**config.mk**
```make
export PLATFORM = sky130hd
export DESIGN_NAME = matmul_scheduler
export DESIGN_NICKNAME = d
export VERILOG_FILES = /design/src/rtl/matmul_scheduler.sv
export SDC_FILE = /design/constraint.sdc
export NUM_CORES = 2
export LEC_CHECK = 0
export ABC_AREA = 0
export CORE_MARGIN = 1.5
export CORE_UTILIZATION = 40
export DETAILED_ROUTE_END_ITERATION = 7
export PLACE_DENSITY_LB_ADDON = 0.15
export SKIP_CTS_REPAIR_TIMING = 1
export SLEW_MARGIN = 20
export SYNTH_ARGS = -nofsm -noshare
export SYNTH_HDL_FRONTEND = slang
export SYNTH_SLANG_ARGS = --single-unit
export TNS_END_PERCENT = 100
```
**constraint.sdc**
```tcl
create_clock -name Clk -period 1.6 [get_ports Clk]
set_input_delay 0.16 -clock Clk [delete_from_list [all_inputs] [get_ports Clk]]
set_output_delay 0.16 -clock Clk [all_outputs]
set_load 0.03 [all_outputs]
```
**src/rtl/matmul_scheduler.sv**
```systemverilog
// Round-robin scheduler sharing one 4x4 Q8.8 matrix-vector multiplier between NREQ requesters.
// Optional per-requester completion counters are enabled with `define MATMUL_SCHED_STATS_EN.
module matmul_scheduler #(
   parameter int NREQ   = 2,
   parameter int NBANKS = 2,
   parameter int LAT    = 1,
   localparam int BW    = (NBANKS > 1) ? $clog2(NBANKS) : 1,
   localparam int GW    = (NREQ > 1) ? $clog2(NREQ) : 1
) (
   input  logic                           Clk,
   input  logic                           Reset,
   input  logic                           cfg_we,
   input  logic [BW-1:0]                  cfg_bank,
   input  logic [3:0]                     cfg_idx,
   input  logic [15:0]                    cfg_data,
   input  logic [NREQ-1:0]                req_valid,
   output logic [NREQ-1:0]                req_ready,
   input  logic [NREQ-1:0][BW-1:0]        req_bank,
   input  logic [NREQ-1:0][3:0][15:0]     req_vec,
   output logic [NREQ-1:0]                rsp_valid,
   input  logic [NREQ-1:0]                rsp_ready,
   output logic [3:0][15:0]               rsp_vec,
   output logic                           busy,
   output logic [3:0][15:0]               mm_ivector,
   output logic [15:0][15:0]              mm_matrix,
   input  logic [3:0][15:0]               mm_ovector,
`ifdef MATMUL_SCHED_STATS_EN
   output logic [NREQ-1:0][31:0]          stat_ops,
`endif
   output logic [1:0]                     state_dbg
);

   localparam int CW = (LAT > 1) ? $clog2(LAT) : 1;

   localparam logic [1:0] S_IDLE  = 2'd0;
   localparam logic [1:0] S_ISSUE = 2'd1;
   localparam logic [1:0] S_RESP  = 2'd2;

   logic [1:0]                     state;
   logic [GW-1:0]                  last_grant;
   logic [GW-1:0]                  grant_idx;
   logic                           grant_found;
   logic [CW-1:0]                  lat_cnt;
   logic [NBANKS-1:0][15:0][15:0]  bank_mem;
   logic                           req_accept;
   logic                           resp_done;

   // Arbiter: first valid requester starting after the previous winner, with wrap.
   int            cand;
   logic [GW-1:0] cand_idx;
   always_comb begin
      grant_found = 1'b0;
      grant_idx   = '0;
      cand        = 0;
      cand_idx    = '0;
      for (int i = 0; i < NREQ; i++) begin
         cand = int'(last_grant) + 1 + i;
         if (cand >= NREQ) cand = cand - NREQ;
         cand_idx = GW'(cand);
         if (!grant_found && req_valid[cand_idx]) begin
            grant_found = 1'b1;
            grant_idx   = cand_idx;
         end
      end
   end

   // Handshakes: a transfer happens in a cycle where valid and ready are both high;
   // valid must not depend on ready, ready may depend on valid.
   always_comb begin
      req_ready = '0;
      rsp_valid = '0;
      rsp_vec   = '0;
      if (!Reset && state == S_IDLE && grant_found) req_ready[grant_idx] = 1'b1;
      if (state == S_RESP) begin
         rsp_valid[last_grant] = 1'b1;
         rsp_vec               = mm_ovector;
      end
   end

   assign req_accept = !Reset && state == S_IDLE && grant_found;
   assign resp_done  = state == S_RESP && rsp_ready[last_grant];
   assign busy       = state != S_IDLE;
   assign state_dbg  = state;

   // Bank storage resets to identity; writes land regardless of FSM state.
   always_ff @(posedge Clk) begin
      if (Reset) begin
         for (int b = 0; b < NBANKS; b++) begin
            for (int e = 0; e < 16; e++) begin
               bank_mem[b][e] <= (e % 5 == 0) ? 16'h0100 : 16'h0000;
            end
         end
      end else if (cfg_we) begin
         bank_mem[cfg_bank][cfg_idx] <= cfg_data;
      end
   end

   // The snapshot reads bank_mem before any same-cycle write lands.
   always_ff @(posedge Clk) begin
      if (Reset) begin
         state      <= S_IDLE;
         last_grant <= GW'(NREQ - 1);
         lat_cnt    <= '0;
         mm_ivector <= '0;
         mm_matrix  <= '0;
      end else begin
         case (state)
            S_IDLE: begin
               if (req_accept) begin
                  mm_ivector <= req_vec[grant_idx];
                  mm_matrix  <= bank_mem[req_bank[grant_idx]];
                  last_grant <= grant_idx;
                  lat_cnt    <= CW'(LAT - 1);
                  state      <= S_ISSUE;
               end
            end
            S_ISSUE: begin
               if (lat_cnt == '0) state <= S_RESP;
               else               lat_cnt <= lat_cnt - CW'(1);
            end
            S_RESP: begin
               if (resp_done) state <= S_IDLE;
            end
            default: state <= S_IDLE;
         endcase
      end
   end

`ifdef MATMUL_SCHED_STATS_EN
   always_ff @(posedge Clk) begin
      if (Reset) begin
         stat_ops <= '0;
      end else if (resp_done && stat_ops[last_grant] != 32'hFFFF_FFFF) begin
         stat_ops[last_grant] <= stat_ops[last_grant] + 32'd1;
      end
   end
`endif

endmodule

```
==> summary.txt <==
Clocking
  – Number of H-tree levels: 3
  – Clk Latency, worst-skew pair: 0.68 ns
  – CTS tree: done
  – CTS Buf Count: 92
  – Clock transition at path regs: 0.06 ns
  – Max clock buf depth: 3
  – Root buffer cell: clkbuf_16
  – Clock Sinks: 835

Synth
  – Area share of the largest cell type after synthesis: 42.3%
  – Synth Net Count: 4920
  – Area leader, netlist: dfxtp_1
  – XOR/XNOR share of the synthesized area: 0%
  – Mapped Cells: 4698
  – Post-synth EDFFs: 0
  – Largest family of logic cells by synthesized area: compound AO/OA/AOI/OAI gates
  – Mapped Area: 0.0395 sq mm
  – Register area share after synthesis: 42.3%
  – Synth Register Bits: 835
  – Adder-cell area share of the yosys netlist: 0%
  – Top FF cell, synth: dfxtp_1
  – Synth Area in Simple Gates: 13.5%
  – Fraction of registers with async set/reset: 0%
  – Yosys Warn Count: 0
  – Mean post-synth cell area: 8.41 sq um
  – Synth area leaders: dfxtp_1, nand3_1, a21oi_1
  – Mux contribution to synthesized area: 7.32%
  – Complex-gate fraction of the synthesized area: 29.4%
  – Post-synth cell types: 38

Detailed routing
  – DRT Pass-1 Iters: 5
  – DRC: 0
  – Wire per inst: 28.8 microns
  – Initial drt markers: 5783
  – Via density: 6.57
  – Total number of vias: 43400
  – DRT Wirelength: 190 mm
  – Detail Route Antenna Nets: 0

Placed design
  – DP Area: 0.0505 sq mm
  – Number of cells after detailed placement: 6307
  – Gpl congestion: 0.916
  – Port bufs: 612
  – Post-DP HPWL: 110 mm

STA
  – Total negative slack: -64.33 ns
  – Final Max Tran Viols: 0
  – Fin Hold WS: 0.00195 ns
  – Slew @ Worst Pin: 0.654 ns
  – Unrepaired setup endpoints after global routing: true
  – Setup Skew: 0.0157 ns
  – Setup violators final: 391
  – Final Cycle Share: 134%
  – Setup ws final: -0.543 ns
  – F_max: 467 MHz
  – Period minus WS final: 2.14 ns
  – Final Hold Fails: 0
  – Relative slew slack: 56.4%

Floorplan
  – Io pins: 613
  – FP Rows: 115
  – Die height: 317 microns
  – Die Span X: 317 microns
  – Initial Utilization: 40.3%
  – Core area: 0.0981 sq mm
  – Full die area: 0.101 sq mm

Final layout
  – Final Util: 58.3%
  – Area Growth Syn to Fin: 44.9%
  – Commonest cells after routing, fill and taps aside: dfxtp_1, nand3_1, a21oi_1, o21ai_0, dlymetal6s2s_1
  – Finished Layout Cells: 6602
  – Fill count: 8476
  – Share of layout cells above drive strength 1: 22.8%
  – Post-Layout Inst Area: 0.0572 sq mm
  – Nets@finish: 5450
  – Commonest non-fill, non-tap cell in the layout: dfxtp_1

Critical path
  – CP Launch Type: flip-flop
  – Max FO, Critical Path: 5
  – WP data required: 1.44 ns
  – Crit path arrival time: 1.98 ns
  – CP endpoint kind: output pin
  – CP Class: reg2out

Job
  – Max_cap viols: 0

Status
  – Outcome: finished with violations
  – Failing checks: negative setup slack

Power
  – Power per cell area: 1030 mW/mm^2
  – Worst vdd ir: 0.000950 V
  – Leak: 23.4 nW

Global routing
  – Initial antenna violation count: 25
  – Overall routing resource usage: 33.4%
  – Largest net degree at the start of global routing: 122
  – First-pass GRT wire length: 259 mm
  – Grt ovf: 0
  – Vias in the first global route: 39100

Worst hold path
  – Worst Hold Class: in2reg
==> through the flow <==
| step | power (W) | worst slack (ns) |
|---|---|---|
| 4_1_cts | 0.0569 | -0.645 |
| 3_5_place_dp | 0.0349 | -0.473 |
| 5_1_grt | 0.0602 | -0.585 |
| 2_1_floorplan | 0.0285 | -0.0509 |
| 3_3_place_gp | 0.0349 | -0.445 |
| 6_report | 0.0587 | -0.543 |
==> kinds of logic after synthesis <==
group | count (synthesis)
buf+inv | 680
simple gates | 1010
compound gates | 1916
flops | 835
mux | 257
==> cells in the mapped netlist, types with 64 or more instances <==
cell and instances:
dfxtp_1 835, nand3_1 832, a21oi_1 761, o21ai_0 540
clkbuf_1 383, a311oi_1 256, a32oi_1 256, mux2_2 256
buf_2 240, and2_1 67, nand4_1 65, a31oi_1 64
==> worst max-delay path: stages, from the launching register on <==
cell	delay, ns
dfxtp_4	0.36
nor2b_4	0.25
buf_12	0.16
clkbuf_16	0.16
and2_4	0.15
buf_8	0.13
buf_12	0.12
==> flip-flops by register name, indices dropped and copies added, names as in the netlist <==
register	flops
mm_matrix	256
state_dbg	2
mm_ivector	64
last_grant	1
bank_mem	512
==> power by group <==
part | switching, W | internal [W] | leakage (nW)
Sequential | 0.000762 | 0.0217 | 6.79
Combinational | 0.00821 | 0.00583 | 15.1
Clock | 0.00923 | 0.0129 | 1.53
==> final timing paths <==
check / start / to / slack [ns] / depth (start not counted)
min reg2reg: mm_ivector[8] / mm_ivector[8] / 0.49 / 2
max reg2reg: last_grant / mm_matrix[144] / -0.24 / 8
min: cfg_data[10] / bank_mem[74] / 0.002 / 4
max: state_dbg[1] / rsp_vec[25] / -0.54 / 6
==> layer usage <==
layer	track usage [%]	wire [microns]	up-vias
li1	-	-	19000
met1	44.7	76600	21400
met2	51.1	84900	2460
met3	7.34	18900	450
met4	15.3	9510	12
met5	0	60	-
==> area by class of cell <==
cell class,count,area (sq um),area share (%)
Antenna cell,14,35.0,0.0612
Clock buffer,140,2750,4.80
Clock inverter,27,344,0.601
Inverter,2,15.0,0.0262
Multi-Input combinational cell,3183,20700,36.1
Sequential cell,835,16700,29.2
Tap cell,1287,1610,2.81
Timing Repair Buffer,1114,15100,26.3
No activity file was read; power rests on OpenSTA's default activity.
